**config.mk**
```make
export PLATFORM = sky130hd
export DESIGN_NAME = memory_access_unit
export DESIGN_NICKNAME = d
export VERILOG_FILES = /design/src/rtl/memory_access_unit.sv
export SDC_FILE = /design/constraint.sdc
export NUM_CORES = 1
export LEC_CHECK = 0
export CELL_PAD_IN_SITES_DETAIL_PLACEMENT = 1
export CELL_PAD_IN_SITES_GLOBAL_PLACEMENT = 2
export CORE_ASPECT_RATIO = 1.2
export CORE_MARGIN = 1.5
export CORE_UTILIZATION = 38
export CTS_CLUSTER_DIAMETER = 60
export CTS_CLUSTER_SIZE = 8
export DETAILED_ROUTE_END_ITERATION = 12
export DONT_BUFFER_PORTS = 1
export GPL_TIMING_DRIVEN = 0
export PLACE_DENSITY_LB_ADDON = 0.1
export SYNTH_ARGS = -nofsm -noshare
export SYNTH_HDL_FRONTEND = slang
export SYNTH_SLANG_ARGS = --single-unit
```
**constraint.sdc**
```tcl
create_clock -name clk_i -period 2.2 [get_ports clk_i]
set_clock_uncertainty 0.05 [all_clocks]
set_input_delay 0.44 -clock clk_i [delete_from_list [all_inputs] [get_ports clk_i]]
set_output_delay 0.44 -clock clk_i [all_outputs]
set_load 0.02 [all_outputs]
```
**src/rtl/memory_access_unit.sv**
```systemverilog
// Initiator for a 32-bit single-port RAM: aligns byte/half/word requests onto lanes,
// rejects misaligned or illegal sizes, and returns one extended response per request.
module memory_access_unit #(
  parameter int BYTE_ADDR_WIDTH = 16
) (
  input  logic                       clk_i,
  input  logic                       rst_ni,
  input  logic                       req_valid_i,
  output logic                       req_ready_o,
  input  logic                       req_write_i,
  input  logic [1:0]                 req_size_i,
  input  logic                       req_unsigned_i,
  input  logic [BYTE_ADDR_WIDTH-1:0] req_addr_i,
  input  logic [31:0]                req_wdata_i,
  output logic                       rsp_valid_o,
  input  logic                       rsp_ready_i,
  output logic [31:0]                rsp_rdata_o,
  output logic                       rsp_error_o,
  output logic                       mem_chip_select_o,
  output logic                       mem_wen_o,
  output logic [3:0]                 mem_wmask_o,
  output logic [BYTE_ADDR_WIDTH-3:0] mem_addr_o,
  output logic [31:0]                mem_wdata_o,
  input  logic [31:0]                mem_rdata_i
);

  localparam int WAW = BYTE_ADDR_WIDTH - 2;

  typedef enum logic [1:0] {IDLE, ACCESS, DATA, RESP} state_e;

  state_e           state_q, state_d;
  logic             wr_q, wr_d;
  logic [1:0]       size_q, size_d;
  logic             uns_q, uns_d;
  logic [1:0]       lane_q, lane_d;
  logic             cs_q, cs_d;
  logic             wen_q, wen_d;
  logic [3:0]       wmask_q, wmask_d;
  logic [WAW-1:0]   maddr_q, maddr_d;
  logic [31:0]      mwdata_q, mwdata_d;
  logic             rsp_valid_q, rsp_valid_d;
  logic [31:0]      rsp_rdata_q, rsp_rdata_d;
  logic             rsp_error_q, rsp_error_d;

  logic             illegal;
  logic [3:0]       lane_wmask;
  logic [31:0]      lane_wdata;
  logic [7:0]       ld_byte;
  logic [15:0]      ld_half;
  logic [31:0]      ld_ext;

  assign illegal = (req_size_i == 2'b11)
                 | ((req_size_i == 2'b01) & req_addr_i[0])
                 | ((req_size_i == 2'b10) & (|req_addr_i[1:0]));

  always_comb begin
    lane_wmask = 4'b1111;
    lane_wdata = req_wdata_i;
    case (req_size_i)
      2'b00: begin
        lane_wmask = 4'b0001 << req_addr_i[1:0];
        lane_wdata = {4{req_wdata_i[7:0]}};
      end
      2'b01: begin
        lane_wmask = req_addr_i[1] ? 4'b1100 : 4'b0011;
        lane_wdata = {2{req_wdata_i[15:0]}};
      end
      default: ;
    endcase
  end

  // Read-side lane select uses the offset captured at accept time.
  always_comb begin
    ld_byte = mem_rdata_i[{lane_q, 3'b000} +: 8];
    ld_half = lane_q[1] ? mem_rdata_i[31:16] : mem_rdata_i[15:0];
    case (size_q)
      2'b00:   ld_ext = {{24{~uns_q & ld_byte[7]}}, ld_byte};
      2'b01:   ld_ext = {{16{~uns_q & ld_half[15]}}, ld_half};
      default: ld_ext = mem_rdata_i;
    endcase
  end

  always_comb begin
    state_d     = state_q;
    wr_d        = wr_q;
    size_d      = size_q;
    uns_d       = uns_q;
    lane_d      = lane_q;
    cs_d        = cs_q;
    wen_d       = wen_q;
    wmask_d     = wmask_q;
    maddr_d     = maddr_q;
    mwdata_d    = mwdata_q;
    rsp_valid_d = rsp_valid_q;
    rsp_rdata_d = rsp_rdata_q;
    rsp_error_d = rsp_error_q;

    case (state_q)
      IDLE: begin
        if (req_valid_i) begin
          wr_d   = req_write_i;
          size_d = req_size_i;
          uns_d  = req_unsigned_i;
          lane_d = req_addr_i[1:0];
          if (illegal) begin
            state_d     = RESP;
            rsp_valid_d = 1'b1;
            rsp_error_d = 1'b1;
            rsp_rdata_d = 32'h0;
          end else begin
            state_d  = ACCESS;
            cs_d     = 1'b1;
            wen_d    = req_write_i;
            wmask_d  = req_write_i ? lane_wmask : 4'b0000;
            maddr_d  = req_addr_i[BYTE_ADDR_WIDTH-1:2];
            mwdata_d = lane_wdata;
          end
        end
      end
      ACCESS: begin
        cs_d    = 1'b0;
        wen_d   = 1'b0;
        wmask_d = 4'b0000;
        if (wr_q) begin
          state_d     = RESP;
          rsp_valid_d = 1'b1;
          rsp_error_d = 1'b0;
          rsp_rdata_d = 32'h0;
        end else begin
          state_d = DATA;
        end
      end
      DATA: begin
        state_d     = RESP;
        rsp_valid_d = 1'b1;
        rsp_error_d = 1'b0;
        rsp_rdata_d = ld_ext;
      end
      RESP: begin
        if (rsp_ready_i) begin
          state_d     = IDLE;
          rsp_valid_d = 1'b0;
          rsp_error_d = 1'b0;
        end
      end
      default: state_d = IDLE;
    endcase
  end

  // Async reset drops chip select at once, so a store caught in ACCESS is never written.
  always_ff @(posedge clk_i or negedge rst_ni) begin
    if (!rst_ni) begin
      state_q     <= IDLE;
      wr_q        <= 1'b0;
      size_q      <= 2'b00;
      uns_q       <= 1'b0;
      lane_q      <= 2'b00;
      cs_q        <= 1'b0;
      wen_q       <= 1'b0;
      wmask_q     <= 4'b0000;
      maddr_q     <= '0;
      mwdata_q    <= 32'h0;
      rsp_valid_q <= 1'b0;
      rsp_rdata_q <= 32'h0;
      rsp_error_q <= 1'b0;
    end else begin
      state_q     <= state_d;
      wr_q        <= wr_d;
      size_q      <= size_d;
      uns_q       <= uns_d;
      lane_q      <= lane_d;
      cs_q        <= cs_d;
      wen_q       <= wen_d;
      wmask_q     <= wmask_d;
      maddr_q     <= maddr_d;
      mwdata_q    <= mwdata_d;
      rsp_valid_q <= rsp_valid_d;
      rsp_rdata_q <= rsp_rdata_d;
      rsp_error_q <= rsp_error_d;
    end
  end

  assign req_ready_o       = (state_q == IDLE);
  assign rsp_valid_o       = rsp_valid_q;
  assign rsp_rdata_o       = rsp_rdata_q;
  assign rsp_error_o       = rsp_error_q;
  assign mem_chip_select_o = cs_q;
  assign mem_wen_o         = wen_q;
  assign mem_wmask_o       = wmask_q;
  assign mem_addr_o        = maddr_q;
  assign mem_wdata_o       = mwdata_q;

endmodule
```
---- Word-level counts from Yosys, hierarchy flattened ----
Index checks and enable logic that the tools add are counted.
W data, S select, Z words.
storage, ports and cells
  register bits ........................... 94
  bits in latches ......................... 0
  bits in writable memories ............... 0
  ROM bits ................................ 0
  input bits .............................. 88
  output and inout port bits .............. 87
  memories ................................ 0
operators by class
  add/sub/neg operators ................... 0
  multiply operators ...................... 0
  divide/modulo/power cells ............... 0
  $lt $le $gt $ge ......................... 0
  eq/ne operators ......................... 12
  shift-type cells ........................ 2
  mux-type cells .......................... 31
  bitwise logic cells ..................... 8
  reduce and logical (&&, ||, !) cells .... 12
operators with widths
  kind                   number
  $pmux W32 S2           2
  $mux W32               3
  $pmux W32 S3           1
  $shiftx A32 B6 Y8      1
  $mux W16               1
  $mux W4                4
  $pmux W4 S2            2
  $mux W1                10
  $eq A2 B2 Y1 const B   4
  $ne A2 B2 Y1 const B   4
  $pmux W1 S4            2
  $pmux W2 S4            1
  $reduce_and A4 Y1      2
  $eq A2 B1 Y1 const B   3
  $logic_not A2 Y1       3
  $mux W2                3
  $reduce_and A3 Y1      2
  $and A1 B1 Y1          4
  $pmux W1 S2            2
  $reduce_and A2 Y1      2
  $shl A1 B2 Y4 const A  1
  $reduce_bool A3 Y1     1
  $ne A2 B1 Y1 const B   1
  $not A1 Y1             2
  3 further kinds        4

---- Depth between registers and ports, before layout ----
  depth in word-level cells ............... 7
  depth in mapped cells ................... 8

---- Worst setup path before layout ----
No wires, ideal clock.
  path kind ............................... reg-to-reg
  from .................................... register state_q[0]
  to ...................................... register wen_q, in the netlist mem_wen_o
  arrival ................................. 1.959 ns
  slack ................................... 0.127 ns
  stages on the path, launching flop included .. 8
  path buffers ............................ 1
  clock period less this slack ............ 2.073 ns
  cells stage by stage .................... dfrtp_1 inv_1 ha_1 nand2_2 o21bai_4 buf_6 or3b_4 a21bo_1
between the ends
  word-level cells in the longest chain between the ends .. 3
  elaborated cells between the ends (all ways) .. 7
  those cells by class .................... eq/ne (3); mux (1); reduce/logical (3)
RTL lines
  element                                                       line  RTL
  start, declared                                               31    state_e state_q, state_d;
  start signal, assigned                                        167   state_q <= state_d;
  $logic_not A2 Y1 *                                            --
  named net req_ready_o                                         9     output logic req_ready_o,
  $ne A2 B2 Y1 (no line) or $reduce_bool A2 Y1 (tied branches)  --
  $reduce_and A3 Y1 (no line)                                   --
  end signal, assigned                                          173   wen_q <= wen_d;
  end, declared                                                 37    logic wen_q, wen_d;
Mark *: on every way through the listed nets, which the timed path passes. The rest lies on a longest branch.
A chain may end at the register's enable or synchronous reset.

---- Worst setup path after layout ----
  from .................................... register state_q[1]
  to ...................................... register wen_q, in the netlist mem_wen_o
The elaborated chain is that of the path after synthesis.

==> flow_summary.yaml <==
sta:
  slew_headroom_pct: 51.8
  setup_slack_ns: 0.119
  hold_viol_final: 94
  worst_pin_slew_ns: 0.724
  min_period_ns: 2.08
  finalSetupTns_ns: 0
  fin_hold_ws_ns: -0.262
  rsz0062_at_grt: "false"
  finalMaxSlewViolations: 0
  final.period_utilization_pct: 94.6
  setup_violations: 0
  max_freq_mhz: 480
route:
  wl_per_cell_um: 21.0
  antenna_left: 0
  wl_um: 12800
  drc: 0
  drt_first_pass_iters: 4
  drt-initial-drc-count: 95
  vias: 3350
  viasPerCell: 5.47
worst_setup_path:
  path_class: "flop to flop"
  start_kind: "flop"
  crit_required_ns: 2.43
  crit_arrival_ns: 2.32
  critPathMaxFanout: 10
  crit_path_end_kind: "flop"
run:
  maxCapViolCount: 0
place:
  dp_worst_setup_slack_ns: -0.271
  gp_congestion: 0.765
  io_buffers: 0
  dp_hpwl_um: 9760
yosys:
  synth.distinct_cells: 44
  synth_flop_cell: "dfrtp_1"
  syn_avg_cell_area_sq_um: 10.8
  yosys_warnings: 0
  yosysMostFrequentCell: "dfrtp_1"
  synth_area_leader_cell: "dfrtp_1"
  synth_top_area_share_pct: 50.3
  async_flop_share_pct: 100
  synth_area_leaders: "dfrtp_1 (50%), mux2i_1 (5.1%), mux2_1 (5.1%), o21ai_0 (4.6%), a22o_1 (4.5%)"
  syn_inst: 432
  synth_seq_cells: 94
  synth.cell_area_sq_um: 4670
  synth_nets: 526
  synth.yosys.seq_area_share_pct: 50.3
  ys_top_cells_by_count: "dfrtp_1 (94), nand2_1 (52), o21ai_0 (43)"
  synth-edff-count: 0
floorplanning:
  die_x_um: 104
  io_pins: 175
  die_h_um: 124
  dieArea_sq_um: 13000
  start_util_pct: 38.8
  core_sq_um: 12100
  placementRows: 44
outcome:
  violations: "negative hold slack"
  status: "finished with violations"
finish:
  syn2layout_area_growth_pct: 12.0
  drive_gt1_share_pct: 15.5
  fillerInstances: 1322
  diodes: 0
  fin_nets: 540
clock_network:
  clock_path_buffers: 2
  cts_tree: "done"
  h-tree-depth: 3
  insertion_delay_ns: 0.34
  cts.clk_slew.worst_paths_ns: 0.07
  cts_made_buffers: 9
  cts.sinks: 94
  clock-root-buffer: "clkbuf_16"
global_routing:
  use_met2_pct: 33.9
  grt-busiest-layer: "met2"
  grt.overflow.total: 0
  grt_usage_pct: 20.2
  grt_pass1_vias: 3636
  grt_max_degree: 95
  antenna_found_initial: 0
  grt_first_pass_wirelength_um: 20400
  grt_use_met1_pct: 23.2
  grt_use_met3_pct: 7.90
hold_path:
  hold_class: "input pin to asynchronous set/reset pin"
power_and_ir_drop:
  vdd_drop_max_mv: 0.591
  power-per-cell-area_nw_per_um2: 1600
  total_power_mw: 8.37
  leakagePower_nw: 2.37
## through the flow
| step | hold slack [ns] | instance area [sq um] | std cells | util (%) |
|---|---|---|---|---|
| 2_1_floorplan | 0.0944 | 4670 | 432 | - |
| 3_3_place_gp | 0.0967 | 4870 | 593 | 40.4 |
| 3_5_place_dp | 0.0970 | 4870 | 593 | 40.4 |
| 4_1_cts | -0.280 | 5180 | 609 | 43.0 |
| 5_1_grt | -0.282 | 5230 | 612 | 43.4 |
| 6_report | -0.262 | 5230 | 612 | 43.4 |
## repair_timing
item,CTS,global route
setup buffers,0,3
gates resized for setup,3,18
endpoints found under the hold margin,94,94
setup endpoints to repair,82,75
## critical path, stage by stage, from the launching register on
cell	delay, ns
dfrtp_1	0.44
inv_1	0.17
ha_4	0.23
nand2_2	0.15
o21bai_4	0.21
buf_6	0.15
or3b_4	0.43
a21bo_1	0.19
## kinds of logic after synthesis
| logic type | count (synthesis) | share of synthesized area [%] |
|---|---|---|
| compound gates | 122 | 17.7 |
| fa+ha+maj | 6 | 1.61 |
| buf+inv | 37 | 4.18 |
| flops | 94 | 50.3 |
| mux | 63 | 14.9 |
| simple gates | 110 | 11.2 |
## power breakdown
part / leakage [nW] / switching (mW) / internal (mW)
clock: 0.140 / 0.736 / 0.795
sequential: 1.20 / 1.52 / 2.52
combinational: 1.03 / 1.53 / 1.28
## layout by cell type (no fill, tap or decap), types with 2 or more instances in the layout
master	instances
nand2_1	52
mux2i_1	24
ha_1	5
clkbuf_16	9
inv_8	2
mux2_1	21
nand3_1	2
or2_2	3
nor2b_1	9
inv_1	5
buf_6	8
clkbuf_4	2
nand2b_1	6
clkbuf_1	9
buf_2	5
inv_6	2
o21ai_0	43
mux2_4	2
a22o_1	24
nor2_1	16
buf_4	3
inv_2	2
nor3_1	9
buf_1	2
a21oi_1	24
mux2_2	15
or2_1	6
clkinv_4	2
dfrtp_1	94
clkbuf_2	4
o21bai_1	7
o2bb2ai_1	5
a32o_1	8
## final cells by class
cell class | instances | area (sq um) | share of cell area (%)
sequential | 94 | 2350 | 44.9
multi-input combinational | 301 | 2150 | 41.1
clock buffer | 9 | 225 | 4.30
tap | 161 | 201 | 3.85
buffer | 30 | 191 | 3.66
clock inverter | 7 | 65.1 | 1.24
inverter | 7 | 26.3 | 0.502
timing repair buffer | 3 | 22.5 | 0.430
## worst paths after layout
path                                start  slack (ns)  cells past startpoint         endpoint
hold reg to reg                      wr_q        0.50                      1             wr_q
hold / removal                     rst_ni       -0.26                      0  rsp_rdata_o[31]
min in group clk_i         req_wdata_i[0]        0.17                      1   mem_wdata_o[0]
setup / recovery               state_q[1]        0.12                      7        mem_wen_o
setup reg to reg               state_q[1]        0.12                      7        mem_wen_o
max in group asynchronous          rst_ni        2.12                      0  mem_wdata_o[13]
## state kept, by name, summed over array words and instances, names as in the netlist
signal             flops
rsp_valid_o            1
state_q                2
wr_q                   1
mem_wen_o              1
mem_addr_o            14
uns_q                  1
rsp_error_o            1
size_q                 2
mem_wdata_o           32
mem_wmask_o            4
lane_q                 2
mem_chip_select_o      1
rsp_rdata_o           32
## metal layers
layer	vias to the layer above	wire, um
met5	-	0
li1	1567	-
met3	15	1140
met2	122	6410
met4	0	232
met1	1646	5050
Power figures use the tool's default switching activity.
